`src/rtl/shift_ram_ingress_arb.sv`:
```
// Ingress arbiter for the 11-channel shift RAM: round-robin grants one channel
// write per cycle and tags RAM read data once a channel's delay line is primed.
module shift_ram_ingress_arb #(
    parameter int unsigned DW     = 8,
    parameter int unsigned RD_LAT = 1
) (
    input  logic             clk,
    input  logic             reset_n,
    input  logic [10:0]      ch_valid,
    input  logic [11*DW-1:0] ch_data,
    output logic [10:0]      ch_ready,
    input  logic             stall,
    input  logic             flush,
    output logic [10:0]      push,
    output logic [3:0]       sel,
    output logic [DW-1:0]    din,
    output logic             ram_re,
    output logic             out_valid,
    output logic [3:0]       out_chan,
    output logic [10:0]      primed
);

    localparam int unsigned NCH = 11;

    function automatic logic [7:0] depth(input int unsigned k);
        return 8'(17 * (k + 1));
    endfunction

    logic [3:0]    rr_q, rr_d;
    logic [10:0]   push_q, push_d;
    logic [3:0]    sel_q, sel_d;
    logic [DW-1:0] din_q, din_d;
    logic          ram_re_q, ram_re_d;
    logic [7:0]    cnt_q [NCH];
    logic [7:0]    cnt_d [NCH];
    logic [10:0]   primed_q, primed_d;
    logic          tag_v_q [RD_LAT+1];
    logic          tag_v_d [RD_LAT+1];
    logic [3:0]    tag_c_q [RD_LAT+1];
    logic [3:0]    tag_c_d [RD_LAT+1];

    logic [10:0]   grant;
    logic          found;
    logic [4:0]    scan;

    // First valid channel at or after rr, wrapping 10 -> 0.
    always_comb begin
        grant = '0;
        found = 1'b0;
        scan  = '0;
        for (int unsigned i = 0; i < NCH; i++) begin
            scan = {1'b0, rr_q} + 5'(i);
            if (scan >= 5'(NCH)) begin
                scan = scan - 5'(NCH);
            end
            if (!found && ch_valid[scan[3:0]]) begin
                found             = 1'b1;
                grant[scan[3:0]]  = 1'b1;
            end
        end
        ch_ready = (stall || flush || !reset_n) ? '0 : grant;
    end

    always_comb begin
        rr_d     = rr_q;
        push_d   = '0;
        sel_d    = sel_q;
        din_d    = din_q;
        ram_re_d = 1'b0;
        cnt_d    = cnt_q;
        primed_d = '0;
        tag_v_d[0] = 1'b0;
        tag_c_d[0] = '0;

        for (int unsigned k = 0; k < NCH; k++) begin
            if (ch_valid[k] && ch_ready[k]) begin
                rr_d       = (k == NCH - 1) ? 4'd0 : 4'(k + 1);
                push_d[k]  = 1'b1;
                sel_d      = 4'(k);
                din_d      = ch_data[k*DW +: DW];
                ram_re_d   = 1'b1;
                // Tag reflects priming before this push is counted.
                tag_v_d[0] = primed_q[k];
                tag_c_d[0] = 4'(k);
                if (cnt_q[k] < depth(k)) begin
                    cnt_d[k] = cnt_q[k] + 8'd1;
                end
            end
        end

        if (flush) begin
            for (int unsigned k = 0; k < NCH; k++) begin
                cnt_d[k] = '0;
            end
        end

        for (int unsigned k = 0; k < NCH; k++) begin
            primed_d[k] = (cnt_d[k] == depth(k));
        end

        for (int unsigned i = 1; i <= RD_LAT; i++) begin
            tag_v_d[i] = tag_v_q[i-1];
            tag_c_d[i] = tag_c_q[i-1];
        end
    end

    always_ff @(posedge clk or negedge reset_n) begin
        if (!reset_n) begin
            rr_q     <= '0;
            push_q   <= '0;
            sel_q    <= '0;
            din_q    <= '0;
            ram_re_q <= 1'b0;
            cnt_q    <= '{default: '0};
            primed_q <= '0;
            tag_v_q  <= '{default: 1'b0};
            tag_c_q  <= '{default: '0};
        end else begin
            rr_q     <= rr_d;
            push_q   <= push_d;
            sel_q    <= sel_d;
            din_q    <= din_d;
            ram_re_q <= ram_re_d;
            cnt_q    <= cnt_d;
            primed_q <= primed_d;
            tag_v_q  <= tag_v_d;
            tag_c_q  <= tag_c_d;
        end
    end

    assign push      = push_q;
    assign sel       = sel_q;
    assign din       = din_q;
    assign ram_re    = ram_re_q;
    assign primed    = primed_q;
    assign out_valid = tag_v_q[RD_LAT];
    assign out_chan  = tag_c_q[RD_LAT];

endmodule

```
`config.mk`:
```
export PLATFORM = sky130hd
export DESIGN_NAME = shift_ram_ingress_arb
export DESIGN_NICKNAME = d
export VERILOG_FILES = /design/src/rtl/shift_ram_ingress_arb.sv
export SDC_FILE = /design/constraint.sdc
export NUM_CORES = 1
export LEC_CHECK = 0
export ABC_AREA = 1
export BUFFER_PORTS_ARGS = -buffer_cell sky130_fd_sc_hd__buf_2
export CORE_UTILIZATION = 35
export CTS_BUF_LIST = sky130_fd_sc_hd__clkbuf_4
export CTS_CLUSTER_SIZE = 14
export DETAILED_ROUTE_END_ITERATION = 7
export PLACE_DENSITY = 0.58
export SLEW_MARGIN = 20
export SYNTH_ARGS = -nofsm -noshare
export SYNTH_HDL_FRONTEND = slang
export SYNTH_SLANG_ARGS = --single-unit
export TNS_END_PERCENT = 5
```
`constraint.sdc`:
```
create_clock -name clk -period 4.85 [get_ports clk]
set_clock_uncertainty 0.15 [all_clocks]
set_input_delay 0.2425 -clock clk [delete_from_list [all_inputs] [get_ports clk]]
set_output_delay 0.2425 -clock clk [all_outputs]
set_load 0.01 [all_outputs]
```
==> impl_metrics.csv, run 1 <==
group,metric,value,unit
outcome,status,"finished with violations",
outcome,violations,"DRC",
pwr,p_sw_share,60.7,%
detailed_routing,vias,14641,
detailed_routing,drtIter0Drc,1242,
logic_synthesis,yosysSeqAreaShare,27.0,%
sta,slew-limit-headroom,22.7,%
logic_synthesis,yosysWarnings,0,
pwr,power_switching,7.99,mW
pwr,pwr-share-clk,6.3,%
worst_setup_path,path_class,"flip-flop to output port",
logic_synthesis,syn_nets,2224,
placement,io_buffer_count,153,
sta,tns,0,ns
logic_synthesis,async_flop_share,100,%
clock_network,clk_pin_slew,0.18,ns
pwr,comb_power_share,82.7,%
worst_setup_path,worst_setup_path_end_kind,"output port",
grt,grt_pass1_vias,13428,
logic_synthesis,syn_area,12700,um2
pwr,powerDensity,806,nW/um2
sta,finalHoldViolations,0,
worst_setup_path,cp_slowest_cell,"dfrtp_2",
pwr,intPower,5.16,mW
worst_setup_path,cp.required,4.46,ns
logic_synthesis,yosys_register_bits,137,
logic_synthesis,synth-edff-count,0,
grt,grt-ovfl-total,0,
finish,area_delta_synth_final,28.6,%
finish,nets,2522,
pwr,leakagePower,9.10,nW
detailed_routing,drt_first_pass_iters,7,
die,start_util,35.6,%
sta,fin_crit_sh,96.5,%
worst_setup_path,regToRegEndpoint,"din[4]",
worst_setup_path,crit_path_start_kind,"flip-flop",
min_path,hold_start,"ch_data[38]",
grt,grt_max_degree,73,
sta,setup_ws,0.171,ns
worst_setup_path,cp_data_arrival_time,4.29,ns
die,rows,69,
logic_synthesis,synthFlopType,"dfrtp_1",
die,core,35700,um2
run,drv_cap,0,
min_path,hold_end,"din[6]",
clock_network,cts_buffers,17,
clock_network,cts.path.max_buffers,2,
detailed_routing,final_antenna_net_count,0,
worst_setup_path,critPathMaxFanout,9,
pwr,power,13.2,mW
worst_setup_path,r2r_start,"rr_q[0]",
die,top_level_ports,154,
worst_setup_path,critPathBufInv,8,
grt,antenna_found_initial,1,
grt,grt_pass1_wl,70500,um
die,die_w,192,um
clock_network,cts_tree,"yes",
placement,gp_congestion,0.993,
clock_network,clk_latency,0.57,ns
clock_network,cts_max_level,4,
worst_setup_path,crit_family,"simple AND/OR/NAND/NOR gates",
clock_network,root_buffer,"clkbuf_4",
placement,dpl.hpwl,33500,um
grt,grtUsageTotal,24.1,%
finish,final_util,45.8,%
pwr,seq_power_share,11.1,%
placement,dp_slack,-0.0845,ns
logic_synthesis,synth_area_per_cell,6.07,um2
worst_setup_path,rr_worst_depth,31,
sta,tightest_slew,1.16,ns
sta,setup_viol_count_final,0,
die,dieHeight,192,um
finish,fill_cells,3694,
logic_synthesis,synth.distinct_cells,55,
detailed_routing,viasPerCell,5.11,
logic_synthesis,syn_inst,2092,
min_path,min_path_type,"primary input to flip-flop",
detailed_routing,drc,8,
worst_setup_path,cp_common_cell,"nand2_1",
detailed_routing,drt-wirelength-per-cell,16.0,um
clock_network,clock_sinks,137,
finish,drive_gt1_share,22.2,%
detailed_routing,wl,45900,um
sta,fmaxAchievable,214,MHz
sta,drv_slew,0,
sta,period_minus_slack,4.68,ns
min_path,min_delay_path_depth,7,
worst_setup_path,crit_path_max_incr_delay,0.52,ns
worst_setup_path,rrSetupSlack,0.24,ns
die,die_area,37000,um2
pwr,ir_worst_vdd,0.335,mV
sta,rsz0062_at_grt,"true",
## Yosys cell counts, types with 21 or more instances
master    count  area share (%)
a21oi_1      42             1.7
clkbuf_1     21            0.62
dfrtp_1     137              27
ha_1         29             2.9
inv_1       269             8.0
inv_2        28            0.83
nand2_1     628              19
nand2_2      25             1.2
nand3_1     166             6.5
nand4_1      54             2.7
nor2_1      318             9.4
nor3_1       39             1.5
o21ai_0      97             3.8
o21ai_1      33             1.3
xor2_1       42             2.9
## routing by layer
| layer | up-vias | global-route usage [%] | part of all wire (%) |
|---|---|---|---|
| met5 | - | 0 | 0 |
| met4 | 0 | 7.09 | 2.6 |
| li1 | 7257 | - | - |
| met1 | 6760 | 33.2 | 44 |
| met3 | 107 | 4.09 | 6.8 |
| met2 | 517 | 38.6 | 46 |
## area by class of cell
cell class	count	area, um2	share of cell area (%)
multi-input cells	1600	8480	52.0
flip-flops and latches	137	3430	21.0
repair buffers	328	2290	14.1
inverters	305	1210	7.41
well taps	461	577	3.53
clock inverters	15	185	1.13
clock buffers	17	128	0.782
repair inverters	1	6.26	0.0383
diodes	1	2.50	0.0153
## cells by family (layout without fill, tap and decap cells)
group,after synthesis,in the layout,synth area share (%)
buffers and inverters,358,666,11.4
AOI/OAI and AO/OA,223,223,10.0
muxes,2,2,0.158
xor gates and xnor gates,51,51,3.58
other,0,1,0
and+or+nand+nor,1292,1295,45.0
DFF,137,137,27.0
adders and majority gates,29,29,2.86
## power groups by stage
stage	logic (mW)	registers [mW]	clock network [mW]
6_report	10.9	1.46	0.826
5_1_grt	11.9	1.48	0.888
4_1_cts	9.21	1.45	0.846
3_5_place_dp	8.79	1.46	0
3_3_place_gp	8.77	1.46	0
2_1_floorplan	6.19	1.47	0
## sequential cells by signal, summed over array words and instances, names as in the netlist, 4 cells and up
name      flops
cnt_q        88
din           8
out_chan      4
primed       11
push         11
rr_q          4
sel           4
tag_c_d       4
## through the flow
step	cell area [um2]	std cells	hold slack, ns
detailed placement	14200	2710	-0.0924
finish	16300	2865	0.0326
CTS	15300	2803	0.00567
global placement	14200	2710	-0.0929
global route	16300	2865	0.0410
floorplan	12700	2092	-0.203
## worst min-delay path, delay by kind of cell
kind | cells | cell delay [ns]
buffers and inverters | 1 | 0.09
AOI/OAI and AO/OA | 1 | 0.07
and+or+nand+nor | 5 | 0.35
## layout by cell type, fill, tap and decap left out, types with 8 or more instances in the layout
master	netlist	layout
nand3_1	166	153
nand2_2	25	28
nor2_4	5	19
nand3_4	6	14
dfrtp_1	137	133
nor3_1	39	31
nor3_2	2	8
dlygate4sd3_1	0	52
clkbuf_4	0	17
nand3_2	15	20
buf_2	17	151
buf_4	9	114
ha_1	29	22
inv_1	269	260
a21oi_1	42	39
nor2_1	318	292
xnor2_1	8	8
nor2_2	11	23
o21ai_0	97	90
nand4_1	54	54
o21ai_1	33	30
o211ai_1	13	13
inv_2	28	26
o21ai_2	5	12
nand2_4	5	28
nand2_1	628	604
inv_4	3	8
xor2_1	42	39
## worst max path at each step
stage | startpoint | to | slack, ns | depth (start not counted)
final | rr_q[0] | ch_ready[10] | 0.17 | 25
after global routing | rr_q[1] | ch_ready[8] | -0.11 | 28
after CTS | rr_q[2] | ch_ready[10] | -0.06 | 26
after global placement | rr_q[0] | tag_v_d[0] | -0.11 | 30
after floorplan | rr_q[0] | din[0] | 0.60 | 35
after detailed placement | rr_q[3] | primed[9] | -0.08 | 25
## repair_timing
action,CTS,global route
pin swaps,4,43
endpoints found under the setup margin,21,54
setup buffers,9,57
cloned,0,4
hold buffers,52,0
resized for setup,47,157
endpoints found under the hold margin,146,0
(Power assumes the default switching activity.)
==> run 2, diff against run 1 <==
ABC_AREA = not set   (was 1)
PLACE_DENSITY = 0.57   (was 0.58)
==> impl_metrics.csv, run 2 <==
group,metric,value,unit
outcome,status,"finished with violations",
outcome,violations,"setup timing",
pwr,power,19.8,mW
detailed_routing,wl,67400,um
pwr,powerDensity,932,nW/um2
clock_network,clock_sinks,137,
logic_synthesis,synth_top_area_share,25.7,%
sta,tightest_slew,0.776,ns
finish,nets,2480,
pwr,leakagePower,9.50,nW
logic_synthesis,synth_area_per_cell,8.07,um2
worst_setup_path,rr_worst_depth,24,
worst_setup_path,rrSetupSlack,-0.38,ns
finish,final_common_cell,"buf_4",
worst_setup_path,regToRegEndpoint,"din[5]",
logic_synthesis,yosys_register_bits,137,
clock_network,cts_max_level,4,
worst_setup_path,cp_common_cell,"buf_4",
sta,rsz0062_at_grt,"true",
grt,grt-ovfl-total,0,
logic_synthesis,synth.distinct_cells,121,
min_path,min_path_type,"primary input to flip-flop",
clock_network,clk_latency,0.60,ns
logic_synthesis,yosysWarnings,0,
logic_synthesis,yosys.area.top_type,"dfrtp_1",
logic_synthesis,async_flop_share,100,%
worst_setup_path,path_cells,"buf_4, ha_4, buf_4, and2_4, o211ai_1, o211ai_1, and2_4, o31ai_4, nand4_1, buf_4, buf_12, buf_6, or3_4, o211ai_1, nor3b_2, a31oi_2, buf_4, buf_6, nor2_2, and3_4, buf_6, buf_4, a22oi_2, o31ai_1",
die,start_util,35.5,%
sta,finalHoldViolations,0,
grt,grt_pass1_vias,16586,
worst_setup_path,crit_family,"compound AO/OA/AOI/OAI gates",
logic_synthesis,yosysSeqAreaShare,25.7,%
detailed_routing,drc,0,
finish,final_cell_mix,"buf_4 (540), buf_2 (146), dfrtp_1 (133)",
worst_setup_path,startpoint,"rr_q[1]",
clock_network,cts_buffers,17,
worst_setup_path,crit_path_max_incr_delay,0.49,ns
logic_synthesis,syn_area,13300,um2
die,die_w,197,um
logic_synthesis,yosys-top-cells-count,"dfrtp_1 (137), nor2_1 (135), nand2_1 (130)",
finish,final_area,21200,um2
sta,drv_slew,0,
sta,fmaxAchievable,191,MHz
detailed_routing,drtIter0Drc,1537,
worst_setup_path,critPathMaxFanout,10,
worst_setup_path,path_class,"flip-flop to flip-flop",
worst_setup_path,critPathBufInv,9,
worst_setup_path,cp_slowest_cell,"dfrtp_2",
die,core,37600,um2
clock_network,cts.path.max_buffers,2,
die,die_area,38900,um2
sta,setup_viol_count_final,60,
placement,gp_congestion,1.03,
detailed_routing,viasPerCell,5.95,
placement,dpl.hpwl,50700,um
clock_network,root_buffer,"clkbuf_4",
finish,final_cells,2873,
logic_synthesis,synth.area.top_cells,"dfrtp_1 (26%), nor2_1 (3.8%), nand2_1 (3.7%), a21oi_1 (3.5%), nand3_1 (3.1%)",
finish,final_util,56.5,%
worst_setup_path,cp.required,5.18,ns
worst_setup_path,worst_setup_path_end_kind,"flip-flop",
worst_setup_path,crit_path_start_kind,"flip-flop",
detailed_routing,final_antenna_net_count,0,
die,rows,71,
clock_network,cts_tree,"yes",
placement,io_buffer_count,153,
finish,top_register,"cnt_q",
logic_synthesis,synthFlopType,"dfrtp_1",
sta,slew-limit-headroom,47.7,%
worst_setup_path,cp.depth,24,
finish,area_delta_synth_final,59.2,%
clock_network,clk_pin_slew,0.15,ns
sta,fin_crit_sh,108,%
logic_synthesis,syn_inst,1653,
placement,place_inst,2715,
die,top_level_ports,154,
placement,placed_area,18400,um2
worst_setup_path,r2r_start,"rr_q[1]",
detailed_routing,vias,17082,
logic_synthesis,synth-edff-count,0,
grt,grt_max_degree,58,
logic_synthesis,syn_nets,1785,
sta,setup_ws,-0.377,ns
finish,largest_register_ffs,88,
worst_setup_path,cp_data_arrival_time,5.55,ns
detailed_routing,drt-wirelength-per-cell,23.4,um
pwr,ir_worst_vdd,0.520,mV
worst_setup_path,crit_end,"din[5]",
grt,grtUsageTotal,33.9,%
logic_synthesis,synth_most_common_cell,"dfrtp_1",
grt,antenna_found_initial,1,
run,drv_cap,0,
detailed_routing,drt_first_pass_iters,8,
die,dieHeight,197,um
finish,drive_gt1_share,46.0,%
sta,period_minus_slack,5.23,ns
grt,grt_pass1_wl,100000,um
-- run 2: repair_timing --
item,in CTS,in global routing
endpoints found under the setup margin,98,98
gates resized for setup,199,118
pin swaps,66,48
cloned,5,0
hold buffers,40,0
endpoints found under the hold margin,88,0
buffers inserted,62,23
-- run 2: tightest hold or removal path: cells and delay by family --
family | cells | cell delay (ns)
AO/OA/AOI/OAI | 3 | 0.43
buffers and inverters | 1 | 0.08
-- run 2: logic make-up after synthesis --
| group | after synthesis | synth area share [%] |
|---|---|---|
| muxes | 43 | 3.50 |
| and+or+nand+nor | 660 | 26.7 |
| AOI/OAI and AO/OA | 533 | 30.4 |
| buffers and inverters | 188 | 6.67 |
| adders and majority gates | 29 | 2.72 |
| xor gates and xnor gates | 63 | 4.30 |
| DFF | 137 | 25.7 |
-- run 2: layout make-up --
class / instances / area [um2]
fill: 3471 / 16300
multi-input combinational: 1329 / 10400
timing repair buffer: 801 / 6300
sequential: 137 / 3440
tap: 511 / 639
inverter: 62 / 256
clock buffer: 18 / 135
clock inverter: 14 / 111
antenna: 1 / 2.50
-- run 2: power breakdown --
group	internal, mW	switching (mW)
Combinational	8.39	9.34
Clock	0.219	0.490
Sequential	1.25	0.106
Total	9.86	9.94
-- run 2: worst min path at each step --
stage | cells past startpoint | start | to
after global placement | 1 | reset_n | cnt_q[13]
after floorplan | 0 | reset_n | cnt_q[0]
after CTS | 5 | ch_data[39] | din[7]
final | 4 | ch_data[66] | din[2]
after detailed placement | 1 | reset_n | push[5]
after global routing | 5 | ch_data[39] | din[7]
-- run 2: stage by stage --
| step | setup TNS [ns] | hold slack, ns | setup WS [ns] |
|---|---|---|---|
| 6_report | -11.36 | 0.0428 | -0.377 |
| 5_1_grt | -21.83 | 0.0255 | -0.504 |
| 4_1_cts | -6.11 | 0.000854 | -0.261 |
| 3_5_place_dp | -21.55 | 0.0173 | -0.602 |
| 3_3_place_gp | -15.44 | 0.0174 | -0.547 |
| 2_1_floorplan | -2.70 | -0.203 | -0.249 |
-- run 2: routing by layer --
metal | routed length (um) | global-route usage (%) | vias to the layer above
met5 | 0 | 0 | -
met4 | 3800 | 17.2 | 0
met3 | 4670 | 5.36 | 176
met2 | 30300 | 53.2 | 804
met1 | 28600 | 45.1 | 8397
li1 | - | - | 7705
==> run 3, diff against run 2 <==
CORE_UTILIZATION = 55   (was 35)
PLACE_DENSITY = 0.81   (was 0.57)
==> impl_metrics.csv, run 3 (same netlist as run 2, synthesis figures left out) <==
group,metric,value,unit
placement,gp_congestion,1.15,
grt,grtUsageTotal,52.0,%
die,start_util,56.5,%
sta,fin_crit_sh,108,%
grt,grt_pass1_vias,17227,
worst_setup_path,crit_path_max_incr_delay,0.52,ns
pwr,leakagePower,9.09,nW
finish,area_delta_synth_final,53.7,%
detailed_routing,viasPerCell,7.23,
grt,grt_max_degree,58,
outcome,status,"finished with violations",
sta,tightest_slew,0.773,ns
sta,setup_viol_count_final,70,
detailed_routing,drc,7,
worst_setup_path,cp_slowest_cell,"dfrtp_2",
grt,grt-ovfl-total,0,
sta,setup_ws,-0.408,ns
die,rows,56,
sta,fin_hold_ws,0.0255,ns
clock_network,cts_max_level,4,
worst_setup_path,path_class,"flip-flop to flip-flop",
worst_setup_path,crit_family,"compound AO/OA/AOI/OAI gates",
sta,finalHoldViolations,0,
clock_network,cts.path.max_buffers,2,
worst_setup_path,cp.required,5.13,ns
finish,top_register,"cnt_q",
grt,grt_pass1_wl,97000,um
die,core,23600,um2
clock_network,clock_sinks,137,
pwr,ir_worst_vdd,0.546,mV
placement,io_buffer_count,153,
worst_setup_path,crit_path_start_kind,"flip-flop",
outcome,violations,"DRC, setup timing",
worst_setup_path,cp_data_arrival_time,5.54,ns
worst_setup_path,critPathMaxFanout,5,
worst_setup_path,rr_worst_depth,21,
grt,antenna_found_initial,5,
pwr,power,19.7,mW
detailed_routing,vias,18730,
clock_network,clk_pin_slew,0.18,ns
worst_setup_path,path_cells,"buf_6, ha_1, buf_4, a211o_1, o21ai_1, a32oi_2, o41ai_4, buf_4, nand3b_1, buf_4, nor4_2, a211o_1, o41ai_4, or2_4, inv_8, nor4b_4, and3_4, buf_6, inv_8, buf_6, a31o_1",
die,top_level_ports,154,
sta,slew-limit-headroom,48.5,%
worst_setup_path,worst_setup_path_end_kind,"flip-flop",
die,die_area,24900,um2
sta,drv_slew,0,
worst_setup_path,cp.depth,21,
finish,largest_register_ffs,88,
clock_network,root_buffer,"clkbuf_4",
sta,fmaxAchievable,190,MHz
finish,final_common_cell,"buf_4",
detailed_routing,wl,70100,um
run,drv_cap,0,
clock_network,cts_tree,"yes",
placement,dpl.hpwl,46400,um
finish,final_cell_mix,"buf_4 (462), buf_2 (151), dfrtp_1 (133)",
detailed_routing,drtIter0Drc,3214,
min_path,min_path_type,"primary input to flip-flop",
sta,period_minus_slack,5.26,ns
die,die_w,158,um
finish,nets,2390,
clock_network,clk_latency,0.57,ns
finish,drive_gt1_share,45.4,%
min_path,min_delay_path_depth,4,
detailed_routing,drt_first_pass_iters,8,
worst_setup_path,critPathBufInv,8,
clock_network,cts_buffers,17,
pwr,powerDensity,961,nW/um2
sta,rsz0062_at_grt,"true",
die,dieHeight,158,um
detailed_routing,final_antenna_net_count,0,
detailed_routing,drt-wirelength-per-cell,27.0,um
==> run 3: metrics by stage <==
step / worst slack, ns / utilization [%] / std cells / setup TNS, ns / area, um2
after floorplan: -0.249 / - / 1653 / -2.70 / 13600
after global placement: -0.542 / 74.8 / 2460 / -9.60 / 17700
after detailed placement: -0.573 / 74.8 / 2460 / -12.27 / 17700
after CTS: -0.165 / 81.6 / 2549 / -1.69 / 19300
after global routing: -0.582 / 86.9 / 2592 / -22.66 / 20500
final: -0.408 / 86.9 / 2592 / -13.95 / 20500
==> run 3: where the power goes <==
group	internal (mW)	switching, mW
Combinational	7.96	9.57
Sequential	1.25	0.113
Clock	0.283	0.541
==> run 3: final timing paths <==
kind | startpoint | to | slack (ns)
worst min register to register | tag_c_d[1] | out_chan[1] | 0.21
min in group asynchronous | reset_n | cnt_q[7] | 0.04
max in group asynchronous | reset_n | rr_q[0] | 3.01
worst max-delay path | rr_q[2] | din[1] | -0.41
worst max register to register | rr_q[2] | din[1] | -0.41
worst min-delay path | ch_data[61] | din[5] | 0.03
==> run 3: cell type report <==
type                            instances  area (um2)
Multi-Input combinational cell       1329       10600
Timing Repair Buffer                  711        5510
Sequential cell                       137        3440
Fill cell                            1205        3100
Tap cell                              319         399
Inverter                               62         264
Clock inverter                         14         155
Clock buffer                           18         135
Antenna cell                            2        5.00
==> run 3: worst min-delay path: stages <==
cell and delay (ns):
buf_2 0.08, a221o_1 0.14, a21oi_1 0.04, o31ai_1 0.21
==> run 3: metal layers <==
| metal | GRT usage, % | routed length (um) | vias up |
|---|---|---|---|
| li1 | - | - | 7524 |
| met2 | 76.8 | 29400 | 1876 |
| met3 | 21.5 | 10500 | 671 |
| met5 | 0.828 | 13 | - |
| met4 | 35.6 | 6580 | 2 |
| met1 | 61.2 | 23600 | 8657 |
==> run 3: repair_timing <==
item / 4_1_cts / 5_1_grt
endpoints found under the hold margin: 91 / 0
cloned: 2 / 3
setup endpoints to repair: 73 / 102
pin swaps: 57 / 76
hold buffers: 27 / 0
setup buffers: 29 / 40
resized for setup: 174 / 186
